$ cat src/rtl/uart_rx.sv
// UART receiver: oversamples RX_IN, majority-votes three mid-bit samples,
// deserializes LSB first, checks optional even/odd parity and the stop bit,
// and emits registered one-cycle strobes for valid data or framing errors.
module uart_rx #(
    parameter int DATA_WIDTH     = 8,
    parameter int PRESCALE_WIDTH = 6
) (
    input  logic                      CLK,
    input  logic                      RST,
    input  logic                      RX_IN,
    input  logic                      PAR_EN,
    input  logic                      PAR_TYP,
    input  logic [PRESCALE_WIDTH-1:0] Prescale,
    output logic [DATA_WIDTH-1:0]     P_DATA,
    output logic                      data_valid,
    output logic                      par_err,
    output logic                      stp_err
);

    localparam int BIT_W = (DATA_WIDTH > 1) ? $clog2(DATA_WIDTH) : 1;
    localparam logic [BIT_W-1:0]          LAST_BIT = BIT_W'(DATA_WIDTH - 1);
    localparam logic [BIT_W-1:0]          ONE_B    = BIT_W'(1);
    localparam logic [PRESCALE_WIDTH-1:0] ONE_P    = PRESCALE_WIDTH'(1);

    typedef enum logic [2:0] {
        IDLE   = 3'd0,
        START  = 3'd1,
        DATA   = 3'd2,
        PARITY = 3'd3,
        STOP   = 3'd4
    } state_t;

    state_t                      state, next_state;
    logic [PRESCALE_WIDTH-1:0]   edge_cnt;
    logic [BIT_W-1:0]            bit_cnt;
    logic [DATA_WIDTH-1:0]       shift_reg;
    logic                        par_en_q;
    logic                        par_typ_q;
    logic                        samp_a;     // sample at edge P/2-1
    logic                        samp_b;     // sample at edge P/2
    logic                        bit_val;    // registered majority of current bit
    logic                        par_flag;   // parity mismatch seen in this frame

    // Sampling-point decodes; Prescale is only legal as 8/16/32 so all three
    // sample edges sit strictly between 0 and P-1.
    logic [PRESCALE_WIDTH-1:0]   half;
    logic [PRESCALE_WIDTH-1:0]   last_edge;
    logic                        at_s0, at_s1, at_s2, at_last;
    logic                        maj;
    logic                        exp_par;
    logic                        dv_next, pe_next, se_next;

    assign half      = Prescale >> 1;
    assign last_edge = Prescale - ONE_P;
    assign at_s0     = (edge_cnt == half - ONE_P);
    assign at_s1     = (edge_cnt == half);
    assign at_s2     = (edge_cnt == half + ONE_P);
    assign at_last   = (edge_cnt == last_edge);

    // Third sample is taken live from RX_IN at edge P/2+1.
    assign maj = (samp_a & samp_b) | (samp_a & RX_IN) | (samp_b & RX_IN);

    // Even parity is XOR of the data; odd parity is its complement.
    assign exp_par = (^shift_reg) ^ par_typ_q;

    // State register.
    always_ff @(posedge CLK or posedge RST) begin
        if (RST) state <= IDLE;
        else     state <= next_state;
    end

    // Next-state and strobe decode.
    always_comb begin
        next_state = state;
        dv_next    = 1'b0;
        pe_next    = 1'b0;
        se_next    = 1'b0;
        unique case (state)
            IDLE: begin
                if (!RX_IN) next_state = START;
            end
            START: begin
                // A start bit that votes high was a glitch: abandon the frame.
                if (at_s2 && maj)  next_state = IDLE;
                else if (at_last)  next_state = DATA;
            end
            DATA: begin
                if (at_last && bit_cnt == LAST_BIT)
                    next_state = par_en_q ? PARITY : STOP;
            end
            PARITY: begin
                if (at_last) begin
                    next_state = STOP;
                    pe_next    = par_flag;
                end
            end
            STOP: begin
                if (at_last) begin
                    next_state = IDLE;
                    se_next    = ~bit_val;
                    dv_next    = bit_val & ~par_flag;
                end
            end
            default: next_state = IDLE;
        endcase
    end

    // Edge counter: the cycle that first sees RX_IN low is edge 0, so the
    // first START cycle is edge 1; wraps at P-1 and clears on return to IDLE.
    always_ff @(posedge CLK or posedge RST) begin
        if (RST)                     edge_cnt <= '0;
        else if (next_state == IDLE) edge_cnt <= '0;
        else if (state == IDLE)      edge_cnt <= ONE_P;
        else if (at_last)            edge_cnt <= '0;
        else                         edge_cnt <= edge_cnt + ONE_P;
    end

    // Mid-bit samples and the registered majority decision.
    always_ff @(posedge CLK or posedge RST) begin
        if (RST) begin
            samp_a  <= 1'b0;
            samp_b  <= 1'b0;
            bit_val <= 1'b0;
        end else if (state != IDLE) begin
            if (at_s0) samp_a  <= RX_IN;
            if (at_s1) samp_b  <= RX_IN;
            if (at_s2) bit_val <= maj;
        end
    end

    // Frame options are captured at the start edge and held for the frame.
    always_ff @(posedge CLK or posedge RST) begin
        if (RST) begin
            par_en_q  <= 1'b0;
            par_typ_q <= 1'b0;
        end else if (state == IDLE && !RX_IN) begin
            par_en_q  <= PAR_EN;
            par_typ_q <= PAR_TYP;
        end
    end

    // Data shift register, LSB arrives first so shift in from the top.
    always_ff @(posedge CLK or posedge RST) begin
        if (RST)                       shift_reg <= '0;
        else if (state == DATA && at_s2) shift_reg <= {maj, shift_reg[DATA_WIDTH-1:1]};
    end

    // Data bit counter, advanced at the end of each data bit.
    always_ff @(posedge CLK or posedge RST) begin
        if (RST)                       bit_cnt <= '0;
        else if (next_state == IDLE)   bit_cnt <= '0;
        else if (state == DATA && at_last)
            bit_cnt <= (bit_cnt == LAST_BIT) ? '0 : bit_cnt + ONE_B;
    end

    // Parity error flag: cleared at frame start, set on a voted mismatch.
    always_ff @(posedge CLK or posedge RST) begin
        if (RST)                           par_flag <= 1'b0;
        else if (state == IDLE && !RX_IN)  par_flag <= 1'b0;
        else if (state == PARITY && at_s2) par_flag <= (maj != exp_par);
    end

    // Registered output strobes; P_DATA only loads on a clean frame.
    always_ff @(posedge CLK or posedge RST) begin
        if (RST) begin
            data_valid <= 1'b0;
            par_err    <= 1'b0;
            stp_err    <= 1'b0;
            P_DATA     <= '0;
        end else begin
            data_valid <= dv_next;
            par_err    <= pe_next;
            stp_err    <= se_next;
            if (dv_next) P_DATA <= shift_reg;
        end
    end

endmodule

$ cat config.mk
export PLATFORM = sky130hd
export DESIGN_NAME = uart_rx
export DESIGN_NICKNAME = d
export VERILOG_FILES = /design/src/rtl/uart_rx.sv
export SDC_FILE = /design/constraint.sdc
export NUM_CORES = 1
export LEC_CHECK = 0
export CAP_MARGIN = 0
export CORE_ASPECT_RATIO = 2
export CORE_MARGIN = 4
export CORE_UTILIZATION = 24
export CTS_CLUSTER_SIZE = 28
export DETAILED_ROUTE_END_ITERATION = 12
export DONT_BUFFER_PORTS = 1
export GPL_TIMING_DRIVEN = 0
export SKIP_LAST_GASP = 1
export SLEW_MARGIN = 20
export SYNTH_ARGS = -nofsm -noshare
export SYNTH_HDL_FRONTEND = slang
export SYNTH_SLANG_ARGS = --single-unit
$ cat constraint.sdc
create_clock -name CLK -period 4.7 [get_ports CLK]
set_input_delay 0.94 -clock CLK [delete_from_list [all_inputs] [get_ports CLK]]
set_output_delay 0.94 -clock CLK [all_outputs]
set_load 0.02 [all_outputs]
==> summary.md <==
| Metric | Value |
|---|---|
| Outcome | `complete, no violations` |
| Final core utilization | `28.14%` |
| Crit path required time | `4.86 ns` |
| Largest net degree at the start of global routing | `35` |
| Vias in the first global route | `1694` |
| Layout cells sized above 1 | `20.91%` |
| Psw | `0.0004223 W` |
| Routed via count | `1590` |
| HPWL Detailed | `3.692 mm` |
| Setup ws final | `1.647 ns` |
| Via-to-Cell Ratio | `4.938` |
| Power share of the combinational group | `37.3%` |
| Sw Share | `33.64%` |
| Synth top area cells | `dfrtp_1, mux2_2, xnor2_1, ha_1, xor2_1` |
| I/O pin total | `22` |
| Unrepaired setup endpoints after global routing | `false` |
| DRC | `0` |
| Wire per inst | `14.73 um` |
| N_diodes | `0` |
| Endpoints failing hold | `0` |
| H-tree levels | `2` |
| Synth warn | `0` |
| Max Root-Sink Buffers | `2` |
| Routability cong. | `0.7759` |
| Final Max Slew Viols | `0` |
| VDD IR max | `0.2377 mV` |
| Hold-fix buffers, CTS | `0` |
| Die X | `76.40 um` |
| Fmax | `327.5 MHz` |
| Syn avg cell area | `10.59 um2` |
| Cell count after synthesis | `212` |
| Routed Antenna Nets | `0` |
| Reg2Reg Capture Point | `shift_reg[3]` |
| First-pass GRT wire length | `7.928 mm` |
| Clock Pin Slew Worst Setup and Hold Paths | `0.05 ns` |
| Most common cell in the netlist | `dfrtp_1` |
| Placed instance area | `2394 um2` |
| Setup crit start kind | `input port` |
| Most frequent cells after synthesis | `dfrtp_1, mux2_2, xnor2_1` |
| Flops & latches, synth | `37` |
| Syn Nets | `230` |
| DRT iter0 DRCs | `36` |
| Remaining Overflow, GRT | `0` |
| Routed WL | `4.744 mm` |
| Clock Latency Late Sink | `0.27 ns` |
| Endpoints failing setup | `0` |
| Worst R2R Setup Slack | `2.28 ns` |
| Clock power share | `28.8%` |
| Kind of end point of the critical path | `register` |
| Die Ht | `144.8 um` |
| Placeable Area | `9074 um2` |
| FFs w/ async S/R, synth | `100.0%` |
| Area Growth Syn to Fin | `13.70%` |
| Clock Sinks | `37` |
| DRT Pass-1 Iters | `4` |
| DP Worst Slack | `1.363 ns` |
| EDFF count, synth | `0` |
| CTS buffer count | `5` |
| Die ar. | `11060 um2` |
| Root buf cell | `clkbuf_16` |
| Worst Tran Pin Value | `0.7105 ns` |
| TNS Setup | `0 ns` |
| Nets | `238` |
| Initial antenna violation count | `0` |
| Reg2reg start | `edge_cnt[2]` |
| Post-Syn Area | `2246 um2` |
| Distinct cells, synth | `43` |
| PostCTS Resize Cnt | `0` |
| Int Power | `0.0008331 W` |
| Sequential share of the synthesized area | `41.23%` |
| GRT Overall Usage | `8.906%` |
| Setup Skew | `0.003093 ns` |
| Main synth FF type | `dfrtp_1` |
| Setup Fix Bufs, Post-CTS | `0` |
| Site row count | `49` |
| # placed instances | `315` |
| Area leader, netlist | `dfrtp_1` |
| Fin crit share | `64.96%` |
| CP max FO | `8` |
| Pwr/cell area | `491.6 nW/um2` |
| Top cell type's share of synthesized area | `41.23%` |
| CTS tree | `yes` |
| WS Path Type | `in2reg` |
| Min-delay worst type | `in2async` |
| I/O Buffers | `0` |
| Max-cap viol count | `0` |
| Max-slew headroom | `52.27%` |
| Sequential share of power | `33.9%` |
| Post-layout instance area | `2554 um2` |
| Reg2reg path depth | `7` |
| Initial Util | `24.75%` |
| Pleak | `1.160 nW` |
| Final non-filler cell total | `322` |
| WP data arrival | `3.21 ns` |
| Tmin final | `3.053 ns` |
## per-layer routing
layer,vias up,GRT usage [%],part of all wire [%]
met5,-,0,0
met1,769,8.810,38
met2,41,16.84,55
met4,0,4.298,2.5
li1,767,-,-
met3,13,2.664,5.1
## worst max-delay path, stage by stage
cell	delay [ns]
buf_2	0.16
inv_1	0.09
ha_1	0.29
xnor2_1	0.27
nand2_1	0.09
nor3_1	0.36
nand2_2	0.20
nor3_4	0.43
mux2_2	0.38
## kinds of logic after synthesis
group / after synthesis / share of synthesized area [%]
AND/OR/NAND/NOR: 61 / 15.38
multiplexers: 24 / 11.87
AO/OA/AOI/OAI: 32 / 10.47
buffers and inverters: 19 / 3.843
flip-flops: 37 / 41.23
XOR/XNOR: 32 / 13.31
adder cells (fa/ha/maj): 7 / 3.900
## stage by stage
step | power (W) | hold slack [ns]
final | 0.001255 | 0.4170
after global routing | 0.001335 | 0.4107
after CTS | 0.001269 | 0.4143
after detailed placement | 0.0008978 | 0.4815
after global placement | 0.0008878 | 0.4628
after floorplan | 0.0008037 | 0.4410
## power groups by stage
stage | clock, W | combinational [W] | sequential (W)
detailed placement | 0 | 0.000468 | 0.000430
CTS | 0.000373 | 0.000472 | 0.000425
floorplan | 0 | 0.000387 | 0.000416
global placement | 0 | 0.000461 | 0.000427
global route | 0.000386 | 0.000515 | 0.000434
finish | 0.000361 | 0.000469 | 0.000425
## final cells by class
cell class	count	area, um2
Fill cell	945	6520
Multi-Input combinational cell	156	1234
Sequential cell	37	925.9
Tap cell	102	127.6
Clock buffer	5	125.1
Buffer	12	60.06
Clock inverter	2	35.03
Inverter	7	26.28
Timing Repair Buffer	1	20.02
## placed cells by master, fill, tap and decap left out, drive strengths merged, types with 2 or more instances in the layout
| cell | count |
|---|---|
| a31oi | 12 |
| o21a | 4 |
| a21o | 2 |
| dfrtp | 37 |
| mux2i | 3 |
| nor2 | 10 |
| nor3b | 2 |
| nand4b | 2 |
| xnor2 | 22 |
| nand4 | 4 |
| o211a | 2 |
| nor3 | 9 |
| o21ai | 4 |
| xor2 | 10 |
| nand3b | 2 |
| nor2b | 4 |
| ha | 7 |
| nand2 | 11 |
| nand3 | 6 |
| inv | 7 |
| clkbuf | 10 |
| mux2 | 21 |
| buf | 8 |
| or3 | 6 |
## how the worst max path moves through the flow
stage,start,depth (start not counted),end
2_1_floorplan,Prescale[2],9,shift_reg[0]
3_3_place_gp,Prescale[2],9,shift_reg[4]
3_5_place_dp,Prescale[2],9,shift_reg[2]
4_1_cts,Prescale[2],9,shift_reg[4]
5_1_grt,Prescale[2],11,edge_cnt[5]
6_report,Prescale[2],9,shift_reg[3]
Power figures use the tool's default switching activity.
==> RTL change: new RTL, same settings <==
Set the parameter `PRESCALE_WIDTH` to 12 (it was 6).
--- a/src/rtl/uart_rx.sv
+++ b/src/rtl/uart_rx.sv
@@ -4,5 +4,5 @@
 module uart_rx #(
     parameter int DATA_WIDTH     = 8,
-    parameter int PRESCALE_WIDTH = 6
+    parameter int PRESCALE_WIDTH = 12
 ) (
     input  logic                      CLK,
Interface: changed (resized Prescale); port bits go from 22 to 28. No check against the original RTL was run, so the function may have changed too.
==> RTL change against the unedited design <==
Clock skew increased by 0.0039 ns. Worst hold slack improved by 0.077 ns. Critical endpoint is now edge_cnt[7]. Synthesized area increased by 40%. Worst setup slack got worse by 0.53 ns. Sequential cell count increased by 6. Final area increased by 37%. Die area increased by 36%. Power decreased by 7.8%. Routed wire length increased by 81%. Final cell count increased by 58%. Maximum frequency decreased by 15%. Via count increased by 65%. Global-route usage increased by 3.0 points. Largest power group is now sequential cells. Non-clock buffer count increased by 13.
==> RTL change: results (changes against the unedited design) <==
| Metric | Value |
|---|---|
| Fin cells | `509 (was 322)` |
| Clock power frac | `29.8% (was 28.8%)` |
| Total GRT Usage | `11.9% (was 8.91%)` |
| Placed inst area | `3350 µm² (was 2390 µm²)` |
| Fraction of met2 tracks used by global routing | `21.0% (was 16.8%)` |
| Fin worst setup slack | `1.11 ns (was 1.65 ns)` |
| Clk_skew | `0.00699 ns (was 0.00309 ns)` |
| Synth cell count leaders | `dfrtp_1, nor2_1, xor2_1 (was dfrtp_1, mux2_2, xnor2_1)` |
| Synth area leaders | `dfrtp_1, xor2_1, mux2_2 (was dfrtp_1, mux2_2, xnor2_1)` |
| Crit path largest cell delay | `0.56 ns (was 0.43 ns)` |
| Drt initial violations | `130 (was 36)` |
| Dpl hpwl | `6.90 mm (was 3.69 mm)` |
| Worst slew pin tran | `0.804 ns (was 0.710 ns)` |
| Leak Pwr | `1.51 nW (was 1.16 nW)` |
| Critical Path AT | `3.77 ns (was 3.21 ns)` |
| Post-layout nets | `381 (was 238)` |
| Vias in the first global route | `2751 (was 1694)` |
| R2r endpoint | `edge_cnt[7] (was shift_reg[3])` |
| R2R depth | `9 (was 7)` |
| Metal-1 WL | `3.07 mm (was 1.79 mm)` |
| Drt first pass iters | `5 (was 4)` |
| Pin count of the biggest net entering global routing | `30 (was 35)` |
| DR WL met2 | `4.67 mm (was 2.59 mm)` |
| Grt met1 use | `11.8% (was 8.81%)` |
| Routability Congestion | `0.857 (was 0.776)` |
| Crit path max-delay cell type | `nor4_1 (was nor3_4)` |
| Comb power frac | `31.4% (was 37.3%)` |
| Worst-Skew Late Latency | `0.29 ns (was 0.27 ns)` |
| WL met3 | `291 µm (was 241 µm)` |
| Unique masters post-synth | `55 (was 43)` |
| Status | `finished clean (unchanged)` |
| Via Count | `2627 (was 1590)` |
| CP startpoint | `Prescale[1] (was Prescale[2])` |
| Place WS | `0.754 ns (was 1.36 ns)` |
| R2R Setup Slk | `1.77 ns (was 2.28 ns)` |
| Post-Route WL | `8.56 mm (was 4.74 mm)` |
[RTL change: kinds of logic (layout without fill, tap and decap cells)]
| family | Yosys count | count (layout) | share of synthesized area (%) |
|---|---|---|---|
| simple gates | 128 | 128 | 22.2 |
| compound gates | 62 | 62 | 13.1 |
| fa+ha+maj | 6 | 6 | 2.39 |
| buf+inv | 38 | 47 | 5.58 |
| xor+xnor | 52 | 52 | 14.9 |
| flops | 43 | 43 | 34.3 |
| mux | 21 | 21 | 7.45 |
[RTL change: layout make-up]
class	count	area, µm²
Buffer	25	126
Multi-Input combinational cell	269	1890
Clock inverter	3	20.0
Clock buffer	5	125
Inverter	13	48.8
Fill cell	1341	9210
Tap cell	150	188
Timing Repair Buffer	1	20.0
Sequential cell	43	1080
[RTL change: worst min path at each step]
stage,from,end,slack [ns]
after floorplan,par_flag,data_valid,0.45
after global placement,samp_b,samp_b,0.49
after detailed placement,par_flag,data_valid,0.49
after CTS,RST,edge_cnt[3],0.51
after global routing,RST,edge_cnt[4],0.52
final,RST,edge_cnt[7],0.49
